**src/rtl/control_sequencer.sv**
```systemverilog
// Hardwired fetch/execute sequencer driving the DataPath strobes for
// register-to-register ALU instructions, MUL/DIV and HALT.
module control_sequencer #(
    parameter int OPC_W = 5,
    parameter int NREG  = 16
) (
    input  logic             clock,
    input  logic             clear,
    input  logic             start,
    input  logic [31:0]      ir,
    output logic             pc_out,
    output logic             mdr_out,
    output logic             zhigh_out,
    output logic             zlow_out,
    output logic             mar_in,
    output logic             pc_in,
    output logic             mdr_in,
    output logic             ir_in,
    output logic             y_in,
    output logic             hi_in,
    output logic             lo_in,
    output logic             zhigh_in,
    output logic             zlow_in,
    output logic             inc_pc,
    output logic             read,
    output logic [OPC_W-1:0] alu_op,
    output logic [NREG-1:0]  r_in,
    output logic [NREG-1:0]  r_out,
    output logic             running,
    output logic             illegal
);

    typedef enum logic [3:0] {
        IDLE, F0, F1, F2, E3, E4, E5, E6, HALTED
    } state_t;

    localparam logic [OPC_W-1:0] OP_ADD  = OPC_W'(5'b00011);
    localparam logic [OPC_W-1:0] OP_SUB  = OPC_W'(5'b00100);
    localparam logic [OPC_W-1:0] OP_AND  = OPC_W'(5'b00101);
    localparam logic [OPC_W-1:0] OP_OR   = OPC_W'(5'b00110);
    localparam logic [OPC_W-1:0] OP_SHR  = OPC_W'(5'b00111);
    localparam logic [OPC_W-1:0] OP_SHL  = OPC_W'(5'b01000);
    localparam logic [OPC_W-1:0] OP_MUL  = OPC_W'(5'b01111);
    localparam logic [OPC_W-1:0] OP_DIV  = OPC_W'(5'b10000);
    localparam logic [OPC_W-1:0] OP_HALT = OPC_W'(5'b11011);

    state_t state_q, state_d;

    logic [OPC_W-1:0] opcode;
    logic [3:0]       ra, rb, rc;
    logic [NREG-1:0]  ra_hot, rb_hot, rc_hot;
    logic             is_alu, is_muldiv, is_halt;
    logic             unused_ir;

    assign opcode    = ir[31 -: OPC_W];
    assign ra        = ir[26:23];
    assign rb        = ir[22:19];
    assign rc        = ir[18:15];
    assign unused_ir = ^ir[14:0];

    assign ra_hot = {{(NREG-1){1'b0}}, 1'b1} << ra;
    assign rb_hot = {{(NREG-1){1'b0}}, 1'b1} << rb;
    assign rc_hot = {{(NREG-1){1'b0}}, 1'b1} << rc;

    always_comb begin
        is_alu = 1'b0;
        unique case (opcode)
            OP_ADD, OP_SUB, OP_AND, OP_OR, OP_SHR, OP_SHL: is_alu = 1'b1;
            default:                                       is_alu = 1'b0;
        endcase
    end

    assign is_muldiv = (opcode == OP_MUL) || (opcode == OP_DIV);
    assign is_halt   = (opcode == OP_HALT);

    // Only IDLE and HALTED react to start; every other state advances unconditionally.
    always_comb begin
        state_d = state_q;
        unique case (state_q)
            IDLE:    if (start) state_d = F0;
            F0:      state_d = F1;
            F1:      state_d = F2;
            F2:      state_d = E3;
            E3: begin
                if (is_halt)                     state_d = HALTED;
                else if (is_alu || is_muldiv)    state_d = E4;
                else                             state_d = F0;
            end
            E4:      state_d = E5;
            E5:      state_d = is_muldiv ? E6 : F0;
            E6:      state_d = F0;
            HALTED:  if (start) state_d = F0;
            default: state_d = IDLE;
        endcase
    end

    always_ff @(posedge clock or negedge clear) begin
        if (!clear) state_q <= IDLE;
        else        state_q <= state_d;
    end

    // Moore decode from the state register; ir supplies operands from E3 onward.
    always_comb begin
        pc_out    = 1'b0;
        mdr_out   = 1'b0;
        zhigh_out = 1'b0;
        zlow_out  = 1'b0;
        mar_in    = 1'b0;
        pc_in     = 1'b0;
        mdr_in    = 1'b0;
        ir_in     = 1'b0;
        y_in      = 1'b0;
        hi_in     = 1'b0;
        lo_in     = 1'b0;
        zhigh_in  = 1'b0;
        zlow_in   = 1'b0;
        inc_pc    = 1'b0;
        read      = 1'b0;
        alu_op    = '0;
        r_in      = '0;
        r_out     = '0;
        illegal   = 1'b0;
        running   = 1'b0;
        unique case (state_q)
            F0: begin
                running = 1'b1;
                pc_out  = 1'b1;
                mar_in  = 1'b1;
                inc_pc  = 1'b1;
                zlow_in = 1'b1;
            end
            F1: begin
                running  = 1'b1;
                zlow_out = 1'b1;
                pc_in    = 1'b1;
                read     = 1'b1;
                mdr_in   = 1'b1;
            end
            F2: begin
                running = 1'b1;
                mdr_out = 1'b1;
                ir_in   = 1'b1;
            end
            E3: begin
                running = 1'b1;
                if (is_alu || is_muldiv) begin
                    r_out = rb_hot;
                    y_in  = 1'b1;
                end else if (!is_halt) begin
                    illegal = 1'b1;
                end
            end
            E4: begin
                running  = 1'b1;
                r_out    = rc_hot;
                alu_op   = opcode;
                zlow_in  = 1'b1;
                zhigh_in = is_muldiv;
            end
            E5: begin
                running  = 1'b1;
                zlow_out = 1'b1;
                if (is_muldiv) lo_in = 1'b1;
                else           r_in  = ra_hot;
            end
            E6: begin
                running   = 1'b1;
                zhigh_out = 1'b1;
                hi_in     = 1'b1;
            end
            default: ;
        endcase
    end

endmodule
```
**config.mk**
```make
export PLATFORM = sky130hd
export DESIGN_NAME = control_sequencer
export DESIGN_NICKNAME = d
export VERILOG_FILES = /design/src/rtl/control_sequencer.sv
export SDC_FILE = /design/constraint.sdc
export NUM_CORES = 1
export LEC_CHECK = 0
export CORE_MARGIN = 2
export CORE_UTILIZATION = 33
export DETAILED_ROUTE_END_ITERATION = 6
export GPL_ROUTABILITY_DRIVEN = 0
export PLACE_DENSITY = 0.86
export SLEW_MARGIN = 40
export SYNTH_ARGS = -nofsm -noshare
export SYNTH_HDL_FRONTEND = slang
export SYNTH_SLANG_ARGS = --single-unit
```
**constraint.sdc**
```tcl
create_clock -name clock -period 6 [get_ports clock]
set_input_delay 1.8 -clock clock [delete_from_list [all_inputs] [get_ports clock]]
set_output_delay 1.8 -clock clock [all_outputs]
set_load 0.01 [all_outputs]
```
==> results of run 1 <==
==> worst register-to-register path, stage by stage (launching register included) <==
cell       delay [ns]
dfrtp_1          0.55
nand4bb_1        0.22
nor2_1           0.07
or4b_1           0.51
==> layer usage <==
layer  global-route usage, %  part of all wire, %  vias to the layer above
met1                    27.1                   42                      596
met3                    2.46                  7.2                        4
met2                    32.3                   49                       55
met4                    8.31                  1.2                        0
met5                       0                    0                        -
li1                        -                    -                      676
==> layout make-up <==
type / instances / area (µm²) / area share [%]
multi-input cells: 132 / 776 / 45.6
flip-flops and latches: 4 / 100 / 5.88
clock buffers: 3 / 22.5 / 1.32
well taps: 31 / 38.8 / 2.28
inverters: 3 / 11.3 / 0.662
repair buffers: 76 / 753 / 44.3
==> worst min path at each step <==
stage          startpoint         end  depth (start not counted)
6_report       state_q[0]  state_q[3]                          1
5_1_grt        state_q[0]  state_q[3]                          1
4_1_cts        state_q[0]  state_q[3]                          1
3_5_place_dp   state_q[0]  state_q[3]                          1
3_3_place_gp   state_q[0]  state_q[3]                          1
2_1_floorplan  state_q[0]  state_q[3]                          1
==> placed cells by master, fill, tap and decap left out, types with 2 or more instances in the layout <==
cell type        instances
clkdlybuf4s50_1         73
nor2_1                  21
nand2_1                 19
nor3_1                  13
o21ai_0                  9
and2_1                   8
o22ai_1                  8
nand2b_1                 7
nand3_1                  7
nor2b_1                  5
or3_1                    5
nand3b_1                 4
dfrtp_1                  4
inv_1                    3
clkbuf_4                 3
buf_4                    3
and3b_1                  2
a21oi_1                  2
or4b_1                   2
==> cells in the mapped netlist (all sizes together) (2+ instances only) <==
cell type	count	area share, %
and2	8	5.2
inv	3	1.2
o22ai	8	5.2
clkbuf	3	1.2
a21oi	3	2.7
or3	5	3.3
nand2b	8	5.5
and3b	2	1.8
nor3	14	7.3
nand2	19	7.5
o21ai	10	5.2
o31ai	2	2.1
nor2b	5	3.3
buf	9	7.6
dfrtp	4	10
nand3b	4	3.1
nor2	21	8.2
nand3	7	3.7
or4b	3	3.5
==> timing repair <==
action	in CTS	in global routing
gates resized for setup	0	1
hold buffers	0	0
hold endpoints to repair	0	0
setup endpoints to repair	0	15
==> power breakdown <==
part	internal (µW)	total (µW)	switching, µW
sequential	36.6	61.2	24.6
clock	22.5	35.0	12.5
combinational	127	231	104
==> cell families (layout without fill, tap and decap cells) <==
kind of cell    count (synthesis)  in the layout  synth area share (%)
simple gates                  104            104                  59.1
flops                           4              4                  10.5
buf+inv                        15             82                  9.93
compound gates                 28             28                  20.5
==> through the flow <==
step	area [µm²]	setup slack [ns]	std cells	setup TNS (ns)
6_report	1700	0.102	249	0
5_1_grt	1700	0.0124	249	0
4_1_cts	1700	0.113	249	0
3_5_place_dp	1670	0.114	246	0
3_3_place_gp	1670	-0.152	246	-1.10
2_1_floorplan	957	1.19	151	0
==> impl_metrics.tcl, run 1 <==
set metrics [dict create \
    reg2reg_depth 3 \
    cts_tree "done" \
    synth-edff-count 0 \
    synth_nets 186 \
    final_layout_size_suffix_gt1_share_pct 6.42 \
    cts-root-buf "clkbuf_4" \
    cp.depth 6 \
    die_h_um 57.9 \
    seq_area_frac_synth_pct 10.5 \
    finClkSkew_ns 0.00582 \
    hold_viol 0 \
    r2r-end "state_q[2]" \
    p_per_area_mw_per_mm2 192 \
    post_drt_via_cell_ratio 5.35 \
    overflow 0 \
    rsz0062_at_grt "false" \
    grt_pass1_vias 1145 \
    slew_violations 0 \
    crit_path_top_delay_cell "clkdlybuf4s50_1" \
    hold_ws_ns 0.620 \
    max_cap_violations 0 \
    fmax_mhz 170 \
    top_register "state_q" \
    setup_viol 0 \
    largest_reg_flops 4 \
    io_buffers 73 \
    r2r-start "state_q[3]" \
    vdd_drop_max_v 0.000221 \
    startpoint_type "primary input" \
    yosysWarnings 0 \
    synth_ff_type "dfrtp_1" \
    wl_per_cell_um 13.1 \
    antennaDiodeCount 0 \
    drt_iter0_drc 71 \
    track_usage_pct 20.1 \
    reg2reg_slack_ns 4.50 \
    grt_pass1_wl_um 5310 \
    largestRegisters "state_q (4)" \
    async_flop_share_pct 100 \
    relSlewSlack_pct 58.3 \
    cts_htree_levels 1 \
    synthToLayoutAreaGrowth_pct 77.8 \
    syn_avg_cell_area_um2 6.34 \
    cts_buffers 3 \
    fillers 259 \
    die_x_um 57.9 \
    crit_type "in -> out" \
    crit_arrival_ns 4.10 \
    cp-startpoint "ir[30]" \
    die_area_mm2 0.00335 \
    cpMostUsedCell "clkdlybuf4s50_1" \
    initial_utilization_pct 34.7 \
    io_pins 89 \
    hpwl_um 2640 \
    antenna_found_initial 0 \
    core_area_mm2 0.00276 \
    cts.clk_slew.worst_paths_ns 0.04 \
    status "finished clean" \
    p_leak_uw 0.000576 \
    power.total_uw 328 \
    finish.utilization_pct 61.7 \
    cp_max_fo 17 \
    fin_crit_sh_pct 98.3 \
    cts_setup_buffers 0 \
    detail-route-antenna-nets 0 \
    tightestPinTransition_ns 0.626 \
    endpoint_kind "output pin" \
    insertion_delay_ns 0.24 \
    grt_max_degree 18 \
    min_period_ns 5.90 \
    synth_area_um2 957 \
    num_vias 1331 \
    clockBufferDepth 2 \
    crit_path_end "r_out[6]" \
    cp_num_buf_inv 2 \
    dr.pass1.iters 4 \
    synth_cell_types 39 \
    critical_path.cell_chain "clkdlybuf4s50_1, or4b_4, a21oi_4, o31ai_4, o21ai_0, clkdlybuf4s50_1" \
    nNetsFinal 255 \
    drt-total-wl_um 3260 \
    min_path_type "reg -> reg" \
    cts_sinks 4 \
    max_stage_delay_ns 0.60 \
    synth_seq_cells 4 \
    critPathRequiredTime_ns 4.20 \
    rows 19 \
    drc 0 \
    crit_family "buffers and inverters" \
    synth_cells 151 \
]
Note: power is estimated with default switching activity, not from simulation.
==> run 2: changes to the inputs <==
--- a/config.mk
+++ b/config.mk
@@ -8,7 +8,6 @@
 export CORE_MARGIN = 2
 export CORE_UTILIZATION = 33
 export DETAILED_ROUTE_END_ITERATION = 6
-export GPL_ROUTABILITY_DRIVEN = 0
 export PLACE_DENSITY = 0.86
 export SLEW_MARGIN = 40
 export SYNTH_ARGS = -nofsm -noshare
==> results of run 2 <==
Same layout as run 1: the final DEF is identical, and so are final timing and power.
